File: src/rtl/atoi_rdx_if.sv
// atoi_rdx_if -- request/result and byte-memory bus of the radix number parser.
//   start/base/tib : conversion request (host -> parser)
//   ai / ch        : byte read address (parser -> RAM), RAM data one cycle later
//   bsy/done       : busy level and one-cycle completion pulse
//   vo/err/ovf/ea  : signed result, syntax error, overflow, terminator address
// slave  : the parser side.
// master : the host plus RAM side.
interface atoi_rdx_if #(
    parameter int ASZ = 17,
    parameter int DSZ = 32
);
    logic           start;
    logic [5:0]     base;
    logic [ASZ-1:0] tib;
    logic [ASZ-1:0] ai;
    logic [7:0]     ch;
    logic           bsy;
    logic           done;
    logic [DSZ-1:0] vo;
    logic           err;
    logic           ovf;
    logic [ASZ-1:0] ea;

    modport slave  (input  start, base, tib, ch,
                    output ai, bsy, done, vo, err, ovf, ea);
    modport master (output start, base, tib, ch,
                    input  ai, bsy, done, vo, err, ovf, ea);
endinterface

File: src/rtl/atoi_rdx.sv
// atoi_rdx -- converts a character string in byte memory to a signed DSZ-bit
// integer in any radix 2..36. Skips leading spaces, takes one optional sign,
// then accumulates one digit per cycle until a non-digit or MAXLEN characters.
// Ports:
//   clk, rst_n : clock, asynchronous active-low reset
//   bus        : atoi_rdx_if.slave (request, memory bus, result)
module atoi_rdx #(
    parameter int ASZ    = 17,
    parameter int DSZ    = 32,
    parameter int MAXLEN = 64
) (
    input  logic       clk,
    input  logic       rst_n,
    atoi_rdx_if.slave  bus
);
    localparam int PW = DSZ + 6;
    localparam int CW = $clog2(MAXLEN + 1);

    typedef enum logic [1:0] {IDLE, LEAD, ACC, DONE} st_t;

    st_t            st;
    logic [ASZ-1:0] ai_q;
    logic [5:0]     rdx;
    logic [DSZ-1:0] mag;
    logic           neg;
    logic           seen;
    logic [CW-1:0]  cnt;

    logic [5:0]     dval;
    logic           dok;
    logic [PW-1:0]  prod;
    logic           scan, acc, sgn, spc, stop, cap;
    logic [DSZ-1:0] mag_f;
    logic           neg_f, seen_f, ovf_f;
    logic [CW-1:0]  cnt_nx;

    // The start cycle drives tib straight onto the bus so the first character
    // arrives in the first scan cycle; afterwards ai runs one ahead of ch.
    assign bus.ai = (st == IDLE && bus.start) ? bus.tib : ai_q;

    // Digit decode; 63 marks a non-digit and never passes the base compare.
    always_comb begin
        dval = 6'd63;
        if (bus.ch >= 8'h30 && bus.ch <= 8'h39)      dval = 6'(bus.ch - 8'h30);
        else if (bus.ch >= 8'h61 && bus.ch <= 8'h7a) dval = 6'(bus.ch - 8'd87);
        else if (bus.ch >= 8'h41 && bus.ch <= 8'h5a) dval = 6'(bus.ch - 8'd55);
    end

    assign dok  = dval < rdx;
    // Widened product: 36*(2^DSZ-1)+35 still fits in DSZ+6 bits.
    assign prod = PW'(mag) * PW'(rdx) + PW'(dval);

    always_comb begin
        scan   = (st == LEAD) || (st == ACC);
        acc    = scan && dok;
        sgn    = (st == LEAD) && (bus.ch == 8'h2d || bus.ch == 8'h2b);
        spc    = (st == LEAD) && (bus.ch == 8'h20);
        stop   = scan && !acc && !sgn && !spc;
        cnt_nx = cnt + 1'b1;
        // Length cap: the character just consumed counts, so termination
        // happens in the same cycle and ea points past it.
        cap    = scan && !stop && (cnt_nx == CW'(MAXLEN));
        mag_f  = acc ? prod[DSZ-1:0] : mag;
        neg_f  = neg | ((st == LEAD) && bus.ch == 8'h2d);
        seen_f = seen | acc;
        ovf_f  = bus.ovf | (acc & (|prod[PW-1:DSZ]));
    end

    always_ff @(posedge clk or negedge rst_n) begin
        if (!rst_n) begin
            st       <= IDLE;
            ai_q     <= '0;
            rdx      <= '0;
            mag      <= '0;
            neg      <= 1'b0;
            seen     <= 1'b0;
            cnt      <= '0;
            bus.bsy  <= 1'b0;
            bus.done <= 1'b0;
            bus.vo   <= '0;
            bus.err  <= 1'b0;
            bus.ovf  <= 1'b0;
            bus.ea   <= '0;
        end else begin
            case (st)
                IDLE: begin
                    if (bus.start) begin
                        bus.vo  <= '0;
                        bus.ovf <= 1'b0;
                        if (bus.base >= 6'd2 && bus.base <= 6'd36) begin
                            rdx     <= bus.base;
                            ai_q    <= bus.tib + 1'b1;
                            bus.err <= 1'b0;
                            neg     <= 1'b0;
                            seen    <= 1'b0;
                            mag     <= '0;
                            cnt     <= '0;
                            bus.bsy <= 1'b1;
                            st      <= LEAD;
                        end else begin
                            bus.err  <= 1'b1;
                            bus.ea   <= bus.tib;
                            bus.done <= 1'b1;
                            st       <= DONE;
                        end
                    end
                end
                LEAD, ACC: begin
                    ai_q    <= ai_q + 1'b1;
                    cnt     <= cnt_nx;
                    mag     <= mag_f;
                    neg     <= neg_f;
                    seen    <= seen_f;
                    bus.ovf <= ovf_f;
                    if (stop || cap) begin
                        bus.vo   <= neg_f ? -mag_f : mag_f;
                        bus.err  <= !seen_f;
                        bus.ea   <= stop ? ai_q - 1'b1 : ai_q;
                        bus.bsy  <= 1'b0;
                        bus.done <= 1'b1;
                        st       <= DONE;
                    end else if (!spc) begin
                        st <= ACC;
                    end
                end
                DONE: begin
                    bus.done <= 1'b0;
                    st       <= IDLE;
                end
                default: st <= IDLE;
            endcase
        end
    end
endmodule

File: src/flat_wrapper.sv
// flat-port wrapper written by rule: the top's interface ports become plain ports
module atoi_rdx_flat 
#(
    parameter int ASZ    = 17,
    parameter int DSZ    = 32,
    parameter int MAXLEN = 64
)
  (clk, rst_n, bus_start, bus_base, bus_tib, bus_ch, bus_ai, bus_bsy, bus_done, bus_vo, bus_err, bus_ovf, bus_ea);
  atoi_rdx_if #(.ASZ(ASZ), .DSZ(DSZ)) bus_i ();
  input  logic clk;
  input  logic rst_n;
  input wire logic [$bits(bus_i.start)-1:0] bus_start;
  input wire logic [$bits(bus_i.base)-1:0] bus_base;
  input wire logic [$bits(bus_i.tib)-1:0] bus_tib;
  input wire logic [$bits(bus_i.ch)-1:0] bus_ch;
  output wire logic [$bits(bus_i.ai)-1:0] bus_ai;
  output wire logic [$bits(bus_i.bsy)-1:0] bus_bsy;
  output wire logic [$bits(bus_i.done)-1:0] bus_done;
  output wire logic [$bits(bus_i.vo)-1:0] bus_vo;
  output wire logic [$bits(bus_i.err)-1:0] bus_err;
  output wire logic [$bits(bus_i.ovf)-1:0] bus_ovf;
  output wire logic [$bits(bus_i.ea)-1:0] bus_ea;
  assign bus_i.start = bus_start;
  assign bus_i.base = bus_base;
  assign bus_i.tib = bus_tib;
  assign bus_i.ch = bus_ch;
  assign bus_ai = bus_i.ai;
  assign bus_bsy = bus_i.bsy;
  assign bus_done = bus_i.done;
  assign bus_vo = bus_i.vo;
  assign bus_err = bus_i.err;
  assign bus_ovf = bus_i.ovf;
  assign bus_ea = bus_i.ea;
  atoi_rdx #(.ASZ(ASZ), .DSZ(DSZ), .MAXLEN(MAXLEN)) u_core (.clk(clk), .rst_n(rst_n), .bus(bus_i));
endmodule
File: config.mk
export PLATFORM = sky130hd
export DESIGN_NAME = atoi_rdx_flat
export DESIGN_NICKNAME = d
export VERILOG_FILES = /design/src/rtl/atoi_rdx_if.sv /design/src/rtl/atoi_rdx.sv /design/src/flat_wrapper.sv
export SDC_FILE = /design/constraint.sdc
export NUM_CORES = 1
export LEC_CHECK = 0
export BUFFER_PORTS_ARGS = -buffer_cell sky130_fd_sc_hd__buf_2
export CAP_MARGIN = 20
export CELL_PAD_IN_SITES_DETAIL_PLACEMENT = 1
export CELL_PAD_IN_SITES_GLOBAL_PLACEMENT = 1
export CORE_MARGIN = 4
export CORE_UTILIZATION = 40
export CTS_CLUSTER_SIZE = 40
export DETAILED_ROUTE_END_ITERATION = 10
export GPL_TIMING_DRIVEN = 0
export PLACE_DENSITY = 0.68
export SETUP_SLACK_MARGIN = 0.3
export SYNTH_ARGS = -nofsm -noshare
export SYNTH_HDL_FRONTEND = slang
export SYNTH_SLANG_ARGS = --single-unit
File: constraint.sdc
create_clock -name clk -period 7.55 [get_ports clk]
set_clock_uncertainty 0.1 [all_clocks]
set_input_delay 0.755 -clock clk [delete_from_list [all_inputs] [get_ports clk]]
set_output_delay 0.755 -clock clk [all_outputs]
set_load 0.03 [all_outputs]
==> results.py <==
metrics = {
    "run_status": {
        "status": "completed",
    },
    "setup_path": {
        "cp.arrival_ns": 7.20,
        "critPathMaxFanout": 10,
        "critical_path_required_ns": 7.75,
        "crit_path_end_kind": "flop",
        "crit_type": "flop to flop",
        "rr_worst_depth": 19,
        "worstSetupStartpointType": "flop",
    },
    "drt": {
        "dr.first_iter.drc_count": 727,
        "vias_per_cell": 5.85,
        "drcViolationCount": 0,
        "drt_wl_total_mm": 54.2,
        "final_antenna_net_count": 0,
        "dr_total_vias": 13900,
        "first_pass_iters": 5,
        "drt-wirelength-per-cell_um": 22.8,
    },
    "timing": {
        "worst_slack_ns": 0.543,
        "setup_tns_ns": 0,
        "relSlewSlack_pct": 26.0,
        "fmaxAchievable_mhz": 143,
        "rsz0062_at_grt": "false",
        "fin_crit_ns": 7.01,
        "tightest_slew_ns": 1.11,
        "finalHoldViolations": 0,
        "finalSetupViolations": 0,
        "report.final.slew_viol_count": 0,
        "finalCritPeriodShare_pct": 92.8,
    },
    "clock_tree": {
        "cts_tree": "built",
        "cts_made_buffers": 17,
        "cts_max_path_buffers": 2,
        "cts.htree.levels": 4,
        "cts_root_buffer": "clkbuf_16",
        "clock-sinks": 119,
        "clk_latency_ns": 0.43,
        "clk_pin_slew_ns": 0.06,
    },
    "yosys": {
        "yosys-top-cells-area": "dfrtp_1 (20%), fa_1 (17%), ha_1 (8.8%)",
        "ys_types": 81,
        "syn_area_per_cell_um2": 8.43,
        "synthFlopType": "dfrtp_1",
        "syn_inst": 1765,
        "synthArstFlopShare_pct": 100,
        "synth_warnings": 0,
        "ys_seq_area_share_pct": 20.0,
        "yosys.area.top_type": "dfrtp_1",
        "ys_ff_latch": 119,
        "syn_area_um2": 14900,
        "yosys.area.top_type_share_pct": 20.0,
        "synth-edff-count": 0,
        "synth_fp_nets": 2028,
    },
    "hold_path": {
        "hold_path_class": "primary input to asynchronous set/reset pin",
    },
    "floorplan": {
        "start_util_pct": 40.6,
        "std_cell_rows": 70,
        "die_x_um": 201,
        "dieArea_um2": 40300,
        "num_io_pins": 104,
        "core_area_um2": 36600,
        "die_h_um": 201,
    },
    "place": {
        "gp_congestion": 0.884,
        "place_ws_ns": -0.982,
        "place_area_um2": 16000,
        "dp_hpwl_mm": 43.3,
        "portBuffers": 103,
        "dp.cells": 2338,
    },
    "final_layout": {
        "fill_cells": 4422,
        "final_cell_area_um2": 16900,
        "n_antenna_cell": 0,
        "drive_gt1_share_pct": 11.6,
        "nets": 2157,
        "layout.cells.non_filler": 2375,
        "final_core_utilization_pct": 46.1,
        "area_growth_pct": 13.4,
    },
    "global_routing": {
        "grt_pass1_vias": 14800,
        "grt_pass1_wl_mm": 85.2,
        "grt_max_degree": 62,
        "overflow": 0,
        "antenna_found_initial": 0,
        "grt_usage_pct": 26.5,
    },
    "pwr": {
        "ir_drop_uv": 316,
        "power-per-cell-area_nw_per_um2": 472,
        "leakagePower_nw": 7.82,
    },
    "job": {
        "drv_cap": 0,
    },
}
state kept, by name (all words and copies together), names as in the netlist, 2 cells and up:
| signal | cells |
|---|---|
| u_core.mag | 32 |
| u_core.ai_q | 17 |
| u_core.cnt | 7 |
| u_core.rdx | 6 |
| u_core.bus.ea | 17 |
| u_core.st | 2 |
| u_core.bus.vo | 32 |
cell usage after synthesis, types with 10 or more instances:
library cell,instances
nand2_1,187
and2_1,159
o21ai_0,146
fa_1,124
dfrtp_1,119
a21oi_1,114
inv_1,108
ha_1,105
clkbuf_1,91
nor2_1,85
xor2_1,43
nand3_1,39
xnor2_1,39
nor3_1,32
mux2i_1,25
mux2_2,22
a21o_1,18
o22ai_1,18
a31oi_1,17
nor2b_1,16
and3_1,13
or3_1,13
o211ai_1,12
o21ai_1,12
o31ai_1,12
a211oi_1,10
nor3b_1,10
o21a_1,10
what timing repair did:
item / 4_1_cts / 5_1_grt
buffers inserted: 1 / 4
resized for setup: 18 / 28
hold endpoints to repair: 0 / 0
hold buffers: 0 / 0
pin swaps: 1 / 2
endpoints found under the setup margin: 16 / 16
area by class of cell:
cell class,count,area [µm²],share of cell area [%]
Tap cell,468,586,3.47
Clock inverter,15,184,1.09
Sequential cell,119,2980,17.7
Timing Repair Buffer,110,592,3.51
Buffer,107,430,2.55
Inverter,108,405,2.40
Clock buffer,17,425,2.52
Multi-Input combinational cell,1431,11300,66.8
placed cells by master, fill, tap and decap left out, types with 8 or more instances in the layout:
master	count
or3_1	13
nand2b_1	8
nand4_1	8
o31ai_1	10
nand2_1	187
clkbuf_1	83
o21ai_1	14
xnor2_1	39
a22o_1	9
o21ai_0	143
inv_1	108
mux2i_1	24
clkbuf_16	17
clkbuf_2	8
a211oi_1	9
o22ai_1	17
and3_1	13
a31oi_1	14
dfrtp_1	119
o21a_1	10
nand3_1	39
xor2_1	43
fa_1	124
and2_1	159
nor3b_1	9
buf_2	109
ha_1	105
nor2_1	84
nor2b_1	16
mux2_2	22
a21o_1	18
a21oi_1	112
o211ai_1	12
nor3_1	32
buf_1	8
path summary, 6_finish.rpt:
kind,startpoint,endpoint,slack (ns)
min in group clk,u_core.bus.ea[9]$_DFFE_PN0P_,u_core.bus.ea[9]$_DFFE_PN0P_,0.38
max in group asynchronous,rst_n,u_core.bus.done$_DFFE_PN0P_,6.40
max reg2reg,u_core.rdx[0]$_DFFE_PN0P_,u_core.bus.vo[31]$_DFFE_PN0P_,0.54
min,rst_n,u_core.bus.vo[10]$_DFFE_PN0P_,0.20
max,u_core.rdx[0]$_DFFE_PN0P_,u_core.bus.vo[31]$_DFFE_PN0P_,0.54
min reg2reg,u_core.bus.ea[9]$_DFFE_PN0P_,u_core.bus.ea[9]$_DFFE_PN0P_,0.38
per-layer routing:
layer / vias to the layer above / track usage [%] / wire, µm
met5: - / 0 / 0
met4: 0 / 9.46 / 1970
met3: 81 / 3.83 / 2340
met2: 283 / 43.9 / 25500
met1: 7140 / 35.6 / 24400
li1: 6388 / - / -
critical path: stages (launching register included):
cell	delay (ns)
dfrtp_1	0.66
clkbuf_1	0.51
nand2_1	0.15
fa_1	0.47
fa_1	0.49
inv_1	0.06
fa_1	0.47
ha_1	0.31
ha_1	0.42
a21oi_1	0.26
o21ai_0	0.27
o31ai_2	0.48
nor3_1	0.15
a21oi_1	0.44
o21ai_0	0.15
a221oi_1	0.65
and4_1	0.32
a41o_1	0.17
xnor2_1	0.21
o21ai_0	0.13
cell families after synthesis:
kind of cell	synth area share [%]
AND/OR/NAND/NOR	21.2
flip-flops	20.0
multiplexers	3.35
adder cells (fa/ha/maj)	25.5
XOR/XNOR	4.83
buffers and inverters	5.53
AO/OA/AOI/OAI	19.6
stage by stage:
| step | total power [mW] | hold slack, ns |
|---|---|---|
| 2_1_floorplan | 4.87 | 0.359 |
| 3_3_place_gp | 6.73 | 0.364 |
| 3_5_place_dp | 6.88 | 0.363 |
| 4_1_cts | 7.87 | 0.231 |
| 5_1_grt | 8.56 | 0.245 |
| 6_report | 7.96 | 0.205 |
power breakdown:
group          leakage, nW  internal, mW  switching [mW]
Sequential            1.55         0.855           0.209
Clock                0.293         0.501           0.362
Combinational         5.98          1.87            4.17
Power figures use the tool's default switching activity.
